## src/rtl/regfile_writeback.sv

```systemverilog
// Writeback stage: merges never-stalling ALU results with queued, aligned load responses
// onto one register-file write port. Define WB_PARTIAL_MERGE_EN for byte-masked merge loads.
module regfile_writeback #(
  parameter int LQ_DEPTH = 4
) (
  input  logic        CLK,
  input  logic        RST_N,
  input  logic        ALU_VALID,
  input  logic [4:0]  ALU_RD,
  input  logic [63:0] ALU_DATA,
  input  logic        LD_VALID,
  output logic        LD_READY,
  input  logic [4:0]  LD_RD,
  input  logic [63:0] LD_DATA,
  input  logic [1:0]  LD_SIZE,
  input  logic [2:0]  LD_OFFSET,
  input  logic        LD_SIGNED,
  input  logic        LD_MERGE,
  output logic        RegWrite,
  output logic [4:0]  W_ADDR,
  output logic [63:0] W_DATA,
  output logic [7:0]  W_MASK,
  output logic [31:0] PENDING,
  output logic        MISALIGN
);

  localparam int PW = $clog2(LQ_DEPTH);
  localparam int CW = $clog2(LQ_DEPTH + 1);

  typedef struct packed {
    logic [4:0]  rd;
    logic [63:0] data;
    logic [7:0]  mask;
  } lq_entry_t;

  lq_entry_t           lq_mem [LQ_DEPTH];
  logic [LQ_DEPTH-1:0] live_q, live_d;
  logic [PW-1:0]       head_q, tail_q;
  logic [CW-1:0]       count_q, count_d;
  logic [31:0]         pending_d;

  logic      alu_wr, ld_fire, misaligned, ld_keep, ld_killed;
  logic      q_empty, pop, bypass, push;
  logic [63:0] shifted;
  lq_entry_t ld_entry;

`ifdef WB_PARTIAL_MERGE_EN
  logic [7:0] lane_mask;
`else
  logic unused_merge;
  assign unused_merge = LD_MERGE;
`endif

  // Alignment happens before enqueue so every entry is a ready-to-write result.
  // NOTE: every always_comb target gets a default first so no latch can be inferred.
  always_comb begin
    shifted       = LD_DATA >> {LD_OFFSET, 3'b000};
    ld_entry.rd   = LD_RD;
    ld_entry.mask = 8'hFF;
    ld_entry.data = shifted;
    case (LD_SIZE)
      2'd0:    ld_entry.data = {{56{LD_SIGNED & shifted[7]}},  shifted[7:0]};
      2'd1:    ld_entry.data = {{48{LD_SIGNED & shifted[15]}}, shifted[15:0]};
      2'd2:    ld_entry.data = {{32{LD_SIGNED & shifted[31]}}, shifted[31:0]};
      default: ld_entry.data = shifted;
    endcase
`ifdef WB_PARTIAL_MERGE_EN
    case (LD_SIZE)
      2'd0:    lane_mask = 8'h01;
      2'd1:    lane_mask = 8'h03;
      2'd2:    lane_mask = 8'h0F;
      default: lane_mask = 8'hFF;
    endcase
    if (LD_MERGE) begin
      ld_entry.data = LD_DATA;
      ld_entry.mask = lane_mask << LD_OFFSET;
    end
`endif
  end

  // (1<<size)-1 in three bits wraps to 7 for a doubleword, which is the mask we want.
  assign misaligned = |(LD_OFFSET & ((3'd1 << LD_SIZE) - 3'd1));
  assign alu_wr     = ALU_VALID && (ALU_RD != 5'd0);
  assign ld_fire    = LD_VALID && LD_READY;
  assign ld_keep    = ld_fire && !misaligned && (LD_RD != 5'd0);
  assign ld_killed  = alu_wr && (LD_RD == ALU_RD);
  assign q_empty    = (count_q == '0);
  assign pop        = !alu_wr && !q_empty;
  assign bypass     = !alu_wr && q_empty && ld_keep;
  assign push       = ld_keep && !bypass;
  assign count_d    = count_q + CW'(push) - CW'(pop);

  // A killed entry keeps its slot until it reaches the head, but stops counting as pending.
  always_comb begin
    live_d    = live_q;
    pending_d = '0;
    for (int i = 0; i < LQ_DEPTH; i++)
      if (alu_wr && (lq_mem[i].rd == ALU_RD)) live_d[i] = 1'b0;
    if (pop)  live_d[head_q] = 1'b0;
    if (push) live_d[tail_q] = !ld_killed;
    for (int i = 0; i < LQ_DEPTH; i++)
      if (live_d[i])
        pending_d[(push && (PW'(i) == tail_q)) ? LD_RD : lq_mem[i].rd] = 1'b1;
  end

  always_ff @(posedge CLK or negedge RST_N) begin
    if (!RST_N) begin
      head_q   <= '0;
      tail_q   <= '0;
      count_q  <= '0;
      live_q   <= '0;
      LD_READY <= 1'b0;
      RegWrite <= 1'b0;
      W_ADDR   <= '0;
      W_DATA   <= '0;
      W_MASK   <= '0;
      PENDING  <= '0;
      MISALIGN <= 1'b0;
    end else begin
      if (pop)  head_q <= head_q + PW'(1);
      if (push) tail_q <= tail_q + PW'(1);
      count_q  <= count_d;
      live_q   <= live_d;
      LD_READY <= (count_d != CW'(LQ_DEPTH));
      PENDING  <= pending_d;
      MISALIGN <= ld_fire && misaligned;
      RegWrite <= 1'b0;
      if (alu_wr) begin
        RegWrite <= 1'b1;
        W_ADDR   <= ALU_RD;
        W_DATA   <= ALU_DATA;
        W_MASK   <= 8'hFF;
      end else if (pop) begin
        RegWrite                 <= live_q[head_q];
        {W_ADDR, W_DATA, W_MASK} <= lq_mem[head_q];
      end else if (bypass) begin
        RegWrite                 <= 1'b1;
        {W_ADDR, W_DATA, W_MASK} <= ld_entry;
      end
    end
  end

  // NOTE: queue storage has no reset; live_q and count_q alone decide what is valid.
  always_ff @(posedge CLK) begin
    if (push) lq_mem[tail_q] <= ld_entry;
  end

endmodule

```

## config.mk

```make
export PLATFORM = sky130hd
export DESIGN_NAME = regfile_writeback
export DESIGN_NICKNAME = d
export VERILOG_FILES = /design/src/rtl/regfile_writeback.sv
export SDC_FILE = /design/constraint.sdc
export NUM_CORES = 1
export LEC_CHECK = 0
export BUFFER_PORTS_ARGS = -buffer_cell sky130_fd_sc_hd__buf_4
export CAP_MARGIN = 20
export CORE_ASPECT_RATIO = 1.1
export CORE_MARGIN = 2
export CORE_UTILIZATION = 58
export CTS_CLUSTER_SIZE = 24
export DETAILED_ROUTE_END_ITERATION = 16
export PLACE_DENSITY_LB_ADDON = 0.15
export SLEW_MARGIN = 0
export SYNTH_ARGS = -nofsm -noshare
export SYNTH_HDL_FRONTEND = slang
export SYNTH_SLANG_ARGS = --single-unit
```

## constraint.sdc

```tcl
create_clock -name CLK -period 3.9 [get_ports CLK]
set_input_delay 0.195 -clock CLK [delete_from_list [all_inputs] [get_ports CLK]]
set_output_delay 0.195 -clock CLK [all_outputs]
set_load 0.005 [all_outputs]
```

**After elaboration in Yosys (flattened, before gate mapping)**

Memories as Yosys holds them, arrays and structs flattened.
Index checks and enable logic that the tools add are counted.

- Bits in registers: 123
- Memory bits (writable): 276
- Output and inout bits: 112
- Logic and storage cells: 131
- Memories kept: 1

- Add/subtract/negate cells: 5
- Order comparisons: 12
- Equal/unequal tests: 11
- Shift operators: 2
- Multiplexer cells: 44
- Bitwise operators: 9
- Reductions and logical operators: 36

Memories:

| name | words | bits a word | rd ports | clocked after Yosys merged registers in | write ports | RTL line | text |
|---|---|---|---|---|---|---|---|
| lq_mem | 4 | 69 | 5 | 0 | 1 | 36 | `lq_entry_t lq_mem [LQ_DEPTH];` |

Operators with widths:

| operator | count |
|---|---|
| two-way mux 64 bit | 3 |
| case mux 64 bit (3 select lines) | 1 |
| two-way mux 32 bit | 4 |
| bitwise OR 32 bit | 3 |
| >> shifter 64 x 6 -> 64 bit | 1 |
| two-way mux 5 bit | 7 |
| == test 5 bit | 5 |
| logical AND 1 bit | 24 |
| < comparator 5 x 6 -> 1 bit, second input constant | 4 |
| two-way mux 8 bit | 3 |
| demux 1 bit (select 5 bit) | 4 |
| greater-or-equal comparator 5 x 1 -> 1 bit, second input constant | 4 |
| two-way mux 1 bit | 16 |
| nonzero test 5 bit | 2 |
| two-way mux 4 bit | 2 |
| < comparator 2 x 3 -> 1 bit, second input constant | 2 |
| logical NOT 1 bit | 5 |
| adder 2 x 1 -> 2 bit, second input constant | 2 |
| bitwise AND 4 bit | 1 |
| bitwise mux 4 bit | 1 |
| demux 1 bit (select 2 bit) | 2 |
| == test 2 bit, first input constant | 2 |
| greater-or-equal comparator 2 x 1 -> 1 bit, second input constant | 2 |
| logical NOT 2 bit | 2 |
| other kinds (15) | 17 |

**Logic depth before layout (Yosys ltp)**

Gate-level depths: netlist of the first run.

- Word-level depth: 23
- Depth in mapped cells: 14
- Mapped depth without buffers: 12

**Least setup slack after synthesis of the first run**

Ideal clock, no wire load.

- Path type: input -> register
- Start point: in LD_OFFSET[1]
- End point: reg PENDING[26]
- Data arrival time: 3.485 ns
- Required time: 3.771 ns
- Path slack: 0.286 ns
- Cell stages on the path: 9
- Path buffers: 3
- Path through: buf_2 > or2_1 > clkbuf_1 > a22oi_2 > and4_1 > nor2_2 > buf_2 > a32oi_1 > nand3_1

- Word-level cells in the longest chain between the ends: 21

Ends and longest elaborated chain:

| element | RTL line | text |
|---|---|---|
| start, declared | 16 | `input logic [2:0] LD_OFFSET,` |
| bitwise AND 3 bit * | 82 | `assign misaligned = \|(LD_OFFSET & ((3'd1 << LD_SIZE) - 3'd1));` |
| OR reduction 3 bit * | 82 |  |
| logical NOT 1 bit * | 85 | `assign ld_keep = ld_fire && !misaligned && (LD_RD != 5'd0);` |
| logical AND 1 bit * (2 in a row) | 85 |  |
| logical AND 1 bit | 89 | `assign bypass = !alu_wr && q_empty && ld_keep;` |
| logical NOT 1 bit | 90 | `assign push = ld_keep && !bypass;` |
| logical AND 1 bit * | 90 |  |
| logical AND 1 bit | 103 | `pending_d[(push && (PW'(i) == tail_q)) ? LD_RD : lq_mem[i].rd] = 1'b1;` |
| (+5 left out) | -- |  |
| two-way mux 32 bit | 102 | `if (live_d[i])` |
| bitwise OR 32 bit (no line) | -- |  |
| two-way mux 32 bit | 102 |  |
| bitwise OR 32 bit (no line) | -- |  |
| two-way mux 32 bit | 102 |  |
| bitwise OR 32 bit (no line) | -- |  |
| two-way mux 32 bit * | 102 |  |
| named net pending_d[26] | 40 | `logic [31:0] pending_d;` |
| end signal, assigned | 125 | `PENDING <= pending_d;` |
| end, declared | 23 | `output logic [31:0] PENDING,` |

The timed path passes the listed nets; every way through them passes the cells marked *.
A chain may end at the register's enable or synchronous reset.

**Worst setup path in the final report of the first run**

- Start point: reg count_q[1]
- End point: reg LD_READY

- Word-level cells in the longest chain between the ends: 8

Ends and longest elaborated chain:

| element | RTL line | text |
|---|---|---|
| start, declared | 39 | `logic [CW-1:0] count_q, count_d;` |
| start signal, assigned | 122 | `count_q <= count_d;` |
| logical NOT 3 bit | 87 | `assign q_empty = (count_q == '0);` |
| logical AND 1 bit (2 in a row) | 89 |  |
| logical NOT 1 bit | 90 |  |
| logical AND 1 bit | 90 |  |
| adder 3 x 1 -> 3 bit | 91 | `assign count_d = count_q + CW'(push) - CW'(pop);` |
| subtractor 3 x 1 -> 3 bit * | 91 |  |
| named net count_d[2] | 39 |  |
| != test 3 bit * | 124 | `LD_READY <= (count_d != CW'(LQ_DEPTH));` |
| end signal, assigned | 124 |  |
| end, declared | 12 | `output logic LD_READY,` |

Marks and branches as above.

==> results of run 1 <==
## how the worst min path moves through the flow
stage	from	to	slack, ns
4_1_cts	LD_RD[3]	lq_mem[3][67]$_DFFE_PP_	0.005
3_5_place_dp	RST_N	W_DATA[14]$_DFFE_PN0P_	0.26
6_report	LD_RD[3]	lq_mem[3][67]$_DFFE_PP_	0.02
2_1_floorplan	RST_N	LD_READY$_DFF_PN0_	-0.10
3_3_place_gp	RST_N	W_DATA[14]$_DFFE_PN0P_	0.25
5_1_grt	LD_RD[3]	lq_mem[3][67]$_DFFE_PP_	0.02
## metal layers
metal / GRT usage, % / share of wire [%] / vias up / wire (um)
li1: - / - / 6272 / -
met1: 47.1 / 37 / 7437 / 22500
met2: 55.0 / 48 / 1018 / 28800
met3: 6.20 / 10 / 177 / 6150
met4: 14.3 / 4.5 / 0 / 2710
met5: 0 / 0 / - / 0
## area by class of cell
type	instances	area (um^2)
Multi-Input combinational cell	909	7590
Tap cell	432	541
Clock inverter	19	280
Fill cell	2189	9290
Clock buffer	56	1130
Sequential cell	392	11200
Antenna cell	1	2.50
Inverter	23	86.3
Timing Repair Buffer	366	3000
## synth_stat cells (10+ instances only)
library cell	number
mux4_2	98
ha_1	10
a221oi_1	52
buf_1	12
dfrtp_1	116
xnor2_1	27
o211ai_1	29
nand4_1	11
nor3b_1	15
mux2i_1	36
buf_2	22
and3_1	53
a21oi_1	32
nand2_1	124
nand2b_1	14
inv_1	21
nand3_1	72
o21ai_0	80
clkbuf_1	78
a22oi_1	21
buf_4	12
edfxtp_1	276
nor2_1	63
mux2_2	12
a32oi_1	32
## flip-flops by register name (all words and copies together) (netlist names)
signal,flops
count_q,3
live_q,4
head_q,2
W_MASK,1
LD_READY,1
tail_q,2
W_ADDR,5
lq_mem,276
W_DATA,64
RegWrite,1
MISALIGN,1
PENDING,32
## logic make-up after synthesis
group / count (synthesis) / synth area share [%]
flops: 392 / 57.7
buf+inv: 150 / 3.39
mux: 146 / 13.9
fa+ha+maj: 11 / 0.748
simple gates: 423 / 11.8
xor+xnor: 29 / 1.31
compound gates: 300 / 11.1
## worst max-delay path, stage by stage (launching register included)
cell      delay (ns)
dfrtp_1         0.46
or4_1           0.50
o21a_1          0.37
nand3_1         0.15
buf_4           0.22
ha_1            0.26
inv_1           0.06
ha_1            0.13
inv_1           0.04
fa_1            0.37
xnor2_1         0.19
xnor2_1         0.16
nand3b_1        0.11
## per-stage QoR
step / power, mW / hold slack [ns]
after CTS: 14.0 / 0.00487
after global placement: 9.76 / 0.249
after global routing: 14.6 / 0.0182
after detailed placement: 9.86 / 0.255
final: 14.0 / 0.0216
after floorplan: 8.17 / -0.101
## power by group
group | switching, mW | leakage [nW] | total, mW | internal [mW]
Clock | 1.61 | 0.688 | 4.06 | 2.45
Combinational | 2.28 | 4.43 | 4.34 | 2.06
Sequential | 0.420 | 3.97 | 5.62 | 5.20
Total | 4.32 | 9.08 | 14.0 | 9.71
## timing repair
item / in CTS / in global routing
hold buffers: 70 / 0
setup buffers: 0 / 0
endpoints found under the hold margin: 112 / 0
==> impl_metrics.ini, run 1 <==
[hold_path]
hold_class = in -> reg
worstHoldPathCells = 1

[synthesis]
postSynthCellCount = 1451
yosys.area.top_type_share_pct = 42.7
ys_ff_latch = 392
syn_area_per_cell_um2 = 13.4
synth_warnings = 0
synth_area_leaders = edfxtp_1 43%, dfrtp_1 15%, mux4_2 11%
synth_edf_count = 276
synth_top_cell_by_area = edfxtp_1
synthArstFlopShare_pct = 29.6
ys_types = 70
synth_top_flop_cell = edfxtp_1
ys_seq_area_share_pct = 57.7
netlist_area_um2 = 19400
synth_nets = 1611

[sta]
achievable-frequency_mhz = 318
final.setup.tns_ns = 0
setup_violations = 0
min_period_over_period_pct = 80.6
hold_viol = 0
tightest_slew_ns = 0.944
finClkSkew_ns = 0.0225
finalCriticalPeriod_ns = 3.14
slew-limit-headroom_pct = 36.4
setup_ws_ns = 0.756
slew_viol_final = 0
rsz0062_at_grt = no

[outcome]
status = finished, final reports clean

[placement]
place.detailed.hpwl_mm = 39.0
place_ws_ns = 0.744
place_congestion = 0.929
placed_area_um2 = 21700
port_buffers = 259
place.detailed.instances = 2052

[critical_path]
worstPathRequired_ns = 4.32
endpoint_kind = register
r2r_end = LD_READY$_DFF_PN0_
r2r_setup_slack_ns = 0.76
r2r_start = count_q[1]$_DFF_PN0_
critPathKind = reg -> reg
crit_end = LD_READY$_DFF_PN0_
cp-start-kind = register
critPathArrivalTime_ns = 3.57
path_max_fanout = 12
rr_worst_depth = 12
startpoint = count_q[1]$_DFF_PN0_

[clock_tree]
cts_buffers = 41
clk_latency_ns = 0.56
htree_levels = 2
cts-resized-gates = 0
cts.sinks = 392
cts_buffer_depth = 3
cts_tree = done
cts.clk_slew.worst_paths_ns = 0.06
cts_root_buf = clkbuf_16

[detailed_routing]
vias = 14904
ant_nets = 0
drc = 0
drt-wirelength-per-cell_um = 27.4
first_pass_iters = 8
wl_mm = 60.2
vias_per_cell = 6.78
first_iter_violations = 1877

[finish]
drive_gt1_share_pct = 28.7
fin_nets = 1893
fin_cells = 2198
syn_to_final_growth_pct = 22.8
final_common_cell = buf_4
final_core_util_pct = 72.0
final_cell_mix = 289 x buf_4, 276 x edfxtp_1, 124 x nand2_1, 114 x dfrtp_1, 98 x mux4_2
final_area_um2 = 23800

[global_route]
antenna_found_initial = 1
grt_pass1_vias = 14639
grt_pass1_wl_mm = 89.6
grt_max_degree = 75
grt_usage_pct = 34.5
grt_overflow = 0

[floorplan]
die_area_um2 = 34900
die_w_um = 178
fp-row-count = 70
start_util_pct = 58.6
io-pin-count = 261
core_um2 = 33100
die_h_um = 196

[power]
powerDensity_nw_per_um2 = 589
p_leak_nw = 9.08
ir_worst_vdd_v = 0.000429

[run]
maxCapViolCount = 0
No activity file was read; power rests on OpenSTA's default activity.
==> inputs of run 2 (changes only) <==
Clock period 3.9 ns to 3.1 ns, I/O delays scaled along.
==> impl_metrics.ini, run 2 (synthesis results as in run 1) <==
[critical_path]
worstPathRequired_ns = 3.51
cp_slowest_stage_delay_ns = 0.60
cp-start-kind = register
startpoint = head_q[1]$_DFFE_PN0P_
cp_num_cells = 6
rr_worst_depth = 6
r2r_start = head_q[1]$_DFFE_PN0P_
cp_top_family = buffers and inverters
worstPathCellList = buf_4 -> mux4_2 -> and3_1 -> a221oi_1 -> nand3_1 -> dlygate4sd3_1
path_max_fanout = 36
slowest_stage = dlygate4sd3_1
critPathArrivalTime_ns = 3.33
cp_num_buf_inv = 2
critPathKind = reg -> reg
endpoint_kind = register

[clock_tree]
cts_buffer_depth = 3
cts.clk_slew.worst_paths_ns = 0.06
cts.sinks = 392
cts_root_buf = clkbuf_16
cts_buffers = 40
cts_tree = done
htree_levels = 2
clk_latency_ns = 0.55

[hold_path]
hold_class = in -> reg
worstHoldPathCells = 3
worstHoldStart = ALU_DATA[6]

[global_route]
grt_pass1_vias = 14841
grt_pass1_wl_mm = 92.1
antenna_found_initial = 1
grt_max_degree = 72
top_usage_layer = met2
met3_usage_pct = 8.24
met1_usage_pct = 47.5
grt_usage_pct = 35.5
grt_overflow = 0
use_met2_pct = 57.4

[sta]
slew_viol_final = 0
finClkSkew_ns = 0.0234
tightest_slew_ns = 1.02
final.setup.tns_ns = 0
finalCriticalPeriod_ns = 2.92
achievable-frequency_mhz = 342
slew-limit-headroom_pct = 32.0
min_period_over_period_pct = 94.2
rsz0062_at_grt = no
hold_viol = 0
setup_violations = 0

[power]
p_leak_nw = 9.21
powerDensity_nw_per_um2 = 721
ir_worst_vdd_v = 0.000592
total_power_mw = 17.3

[detailed_routing]
first_pass_iters = 5
wl_mm = 61.6
vias = 14972
drt-wirelength-per-cell_um = 27.6
ant_nets = 0
vias_per_cell = 6.71
first_iter_violations = 1804
drc = 0

[run]
maxCapViolCount = 0

[finish]
drive_gt1_share_pct = 30.2
fin_nets = 1928
syn_to_final_growth_pct = 23.5
final_common_cell = buf_4
largest_reg_flops = 276
top_regs = lq_mem: 276 flops, W_DATA: 64 flops, PENDING: 32 flops
diodes = 0
final_cell_mix = 326 x buf_4, 276 x edfxtp_1, 124 x nand2_1, 114 x dfrtp_1, 98 x mux4_2
regMostFlops = lq_mem

[floorplan]
start_util_pct = 58.6
fp-row-count = 70
die_area_um2 = 34900
io-pin-count = 261
die_w_um = 178
core_um2 = 33100
die_h_um = 196

[placement]
port_buffers = 259
place_congestion = 0.917
place.detailed.hpwl_mm = 40.7

[outcome]
status = finished, final reports clean
-- run 2: area by class of cell --
class | count | area, um^2
inverters | 23 | 86.3
well taps | 432 | 541
fillers | 2184 | 9150
clock inverters | 19 | 106
flip-flops and latches | 392 | 11200
repair buffers | 402 | 3300
multi-input cells | 909 | 7590
clock buffers | 55 | 1140
-- run 2: path summary, 6_finish.rpt --
check | endpoint | slack [ns]
max in group asynchronous | W_DATA[59]$_DFFE_PN0P_ | 2.05
max | W_DATA[56]$_DFFE_PN0P_ | 0.18
min in group asynchronous | W_DATA[11]$_DFFE_PN0P_ | 0.13
max reg2reg | W_DATA[56]$_DFFE_PN0P_ | 0.18
min reg2reg | W_DATA[9]$_DFFE_PN0P_ | 0.49
min | W_DATA[6]$_DFFE_PN0P_ | 0.006
-- run 2: power by group --
group | internal, mW | leakage, nW | switching (mW)
combinational | 2.70 | 4.62 | 2.94
sequential | 6.54 | 3.97 | 0.506
clock | 2.58 | 0.621 | 2.00
-- run 2: worst min-delay path, cell delays in order --
cell,delay [ns]
buf_4,0.08
o21ai_0,0.08
o21ai_0,0.18
-- run 2: per-layer routing --
metal,vias up,routed length (um)
met3,159,6470
met4,2,2250
li1,6363,-
met1,7436,22900
met2,1012,30000
met5,-,13
-- run 2: through the flow --
stage          cell area (um^2)  setup slack, ns  instances  utilization (%)  hold slack (ns)
2_1_floorplan             19400           0.0698       1451                -           -0.141
3_3_place_gp              22000            0.237       2091             66.6            0.168
3_5_place_dp              22000            0.217       2091             66.6            0.174
4_1_cts                   24000            0.273       2232             72.4          0.00105
5_1_grt                   24000           0.0832       2232             72.4          0.00461
6_report                  24000            0.180       2232             72.4          0.00572
-- run 2: timing repair --
item,in CTS,in global routing
buffers inserted,0,0
gates resized for setup,0,0
hold endpoints to repair,104,0
setup endpoints to repair,0,0
hold buffers,67,0
==> inputs of run 3 (changes only) <==
Settings changed: BUFFER_PORTS_ARGS -buffer_cell sky130_fd_sc_hd__buf_4 to unset, CORE_UTILIZATION 58 to 64, DONT_BUFFER_PORTS set to 1.
==> impl_metrics.ini, run 3 (synthesis results as in run 1) <==
[outcome]
status = finished, final reports clean

[hold_path]
hold_class = in -> reg

[global_route]
grt_pass1_wl_mm = 88.6
antenna_found_initial = 1
grt_pass1_vias = 14091
grt_overflow = 0
grt_usage_pct = 37.5
grt_max_degree = 117

[run]
maxCapViolCount = 0

[power]
powerDensity_nw_per_um2 = 765
share_comb_of_total_power_pct = 27.8
ir_worst_vdd_v = 0.000640
seqPwrFrac_pct = 41.8
p_leak_nw = 8.10
p_sw_mw = 5.23
clkPwrFrac_pct = 30.4
intPower_mw = 11.9
switching_share_pct = 30.6

[floorplan]
die_area_um2 = 31700
fp-row-count = 66
core_um2 = 29700
start_util_pct = 65.3
io-pin-count = 261
die_w_um = 170
die_h_um = 187

[finish]
final_cell_mix = 276 x edfxtp_1, 124 x nand2_1, 114 x dfrtp_1, 102 x dlygate4sd3_1, 98 x mux4_2
regMostFlops = lq_mem
final_common_cell = edfxtp_1
top_regs = lq_mem: 276 flops, W_DATA: 64 flops, PENDING: 32 flops
fin_cells = 1931
syn_to_final_growth_pct = 15.2
drive_gt1_share_pct = 17.2
largest_reg_flops = 276
fin_nets = 1684

[critical_path]
critPathArrivalTime_ns = 3.38
path_max_fanout = 31
worstPathRequired_ns = 3.57
critPathKind = reg -> reg
cp-start-kind = register
endpoint_kind = register

[clock_tree]
cts.sinks = 392
htree_levels = 2
cts_root_buf = clkbuf_16
cts_tree = done
cts_buffer_depth = 3
cts_buffers = 40
cts.clk_slew.worst_paths_ns = 0.07
clk_latency_ns = 0.55

[placement]
place_congestion = 0.952
place.detailed.instances = 1751
port_buffers = 0
place.detailed.hpwl_mm = 36.9

[detailed_routing]
first_iter_violations = 1815
vias = 14282
drc = 0
drt-wirelength-per-cell_um = 30.7
vias_per_cell = 7.40
wl_mm = 59.2
ant_nets = 0
first_pass_iters = 6

[sta]
finalCriticalPeriod_ns = 2.90
tightest_slew_ns = 0.938
finClkSkew_ns = 0.0256
min_period_over_period_pct = 93.7
rsz0062_at_grt = no
setup_violations = 0
hold_viol = 0
achievable-frequency_mhz = 344
slew_viol_final = 0
slew-limit-headroom_pct = 37.3
final.setup.tns_ns = 0
[run 3: what timing repair did]
item,4_1_cts,5_1_grt
hold buffers,104,1
buffers inserted,0,0
hold endpoints to repair,253,1
gates resized for setup,0,5
setup endpoints to repair,0,17
[run 3: routing by layer]
layer / track usage, % / vias to the layer above / routed length (um)
met1: 49.7 / 7081 / 21100
met2: 58.9 / 1123 / 27900
li1: - / 5872 / -
met5: 0 / - / 0
met3: 10.1 / 206 / 7230
met4: 16.6 / 0 / 3010
[run 3: cell type report]
cell class / instances / area (um^2)
flip-flops and latches: 392 / 11200
multi-input cells: 909 / 7600
fillers: 1848 / 7380
repair buffers: 158 / 1560
clock buffers: 51 / 1160
well taps: 374 / 468
clock inverters: 23 / 284
inverters: 23 / 86.3
diodes: 1 / 2.50
[run 3: worst paths after layout]
check                                           start                endpoint  slack [ns]  cells after the start
worst max register to register   count_q[1]$_DFF_PN0_  W_DATA[61]$_DFFE_PN0P_        0.20                      8
worst min-delay path                       LD_SIZE[1]  W_DATA[23]$_DFFE_PN0P_        0.01                      3
worst min register to register  W_DATA[7]$_DFFE_PN0P_   W_DATA[7]$_DFFE_PN0P_        0.51                      2
max in group asynchronous                       RST_N   head_q[0]$_DFFE_PN0P_        2.32                      2
min in group asynchronous                       RST_N  W_DATA[30]$_DFFE_PN0P_        0.31                      2
worst max-delay path             count_q[1]$_DFF_PN0_  W_DATA[61]$_DFFE_PN0P_        0.20                      8
[run 3: worst max-delay path, stage by stage (launching register included)]
cell and delay [ns]:
dfrtp_1 0.46, or4_1 0.49, o21a_1 0.29, buf_4 0.20
nor2_4 0.13, buf_4 0.36, a221oi_1 0.17, nand3_1 0.15
dlygate4sd3_1 0.57
[run 3: stage by stage]
step	setup slack [ns]	power (mW)	instance area, um^2	hold slack, ns	utilization [%]
3_3_place_gp	0.346	11.5	19800	-0.137	66.7
6_report	0.196	17.1	22400	0.00976	75.2
4_1_cts	0.0581	17.0	22300	0.000347	75.1
5_1_grt	0.0890	17.7	22400	0.0259	75.2
2_1_floorplan	0.0698	10.3	19400	-0.141	-
3_5_place_dp	0.273	11.6	19800	-0.137	66.7
[run 3: power groups by stage]
stage / sequential (mW) / combinational, mW / clock (mW)
2_1_floorplan: 6.98 / 3.29 / 0
5_1_grt: 7.22 / 5.07 / 5.45
3_3_place_gp: 7.19 / 4.30 / 0
3_5_place_dp: 7.22 / 4.37 / 0
4_1_cts: 7.13 / 4.67 / 5.23
6_report: 7.14 / 4.75 / 5.20
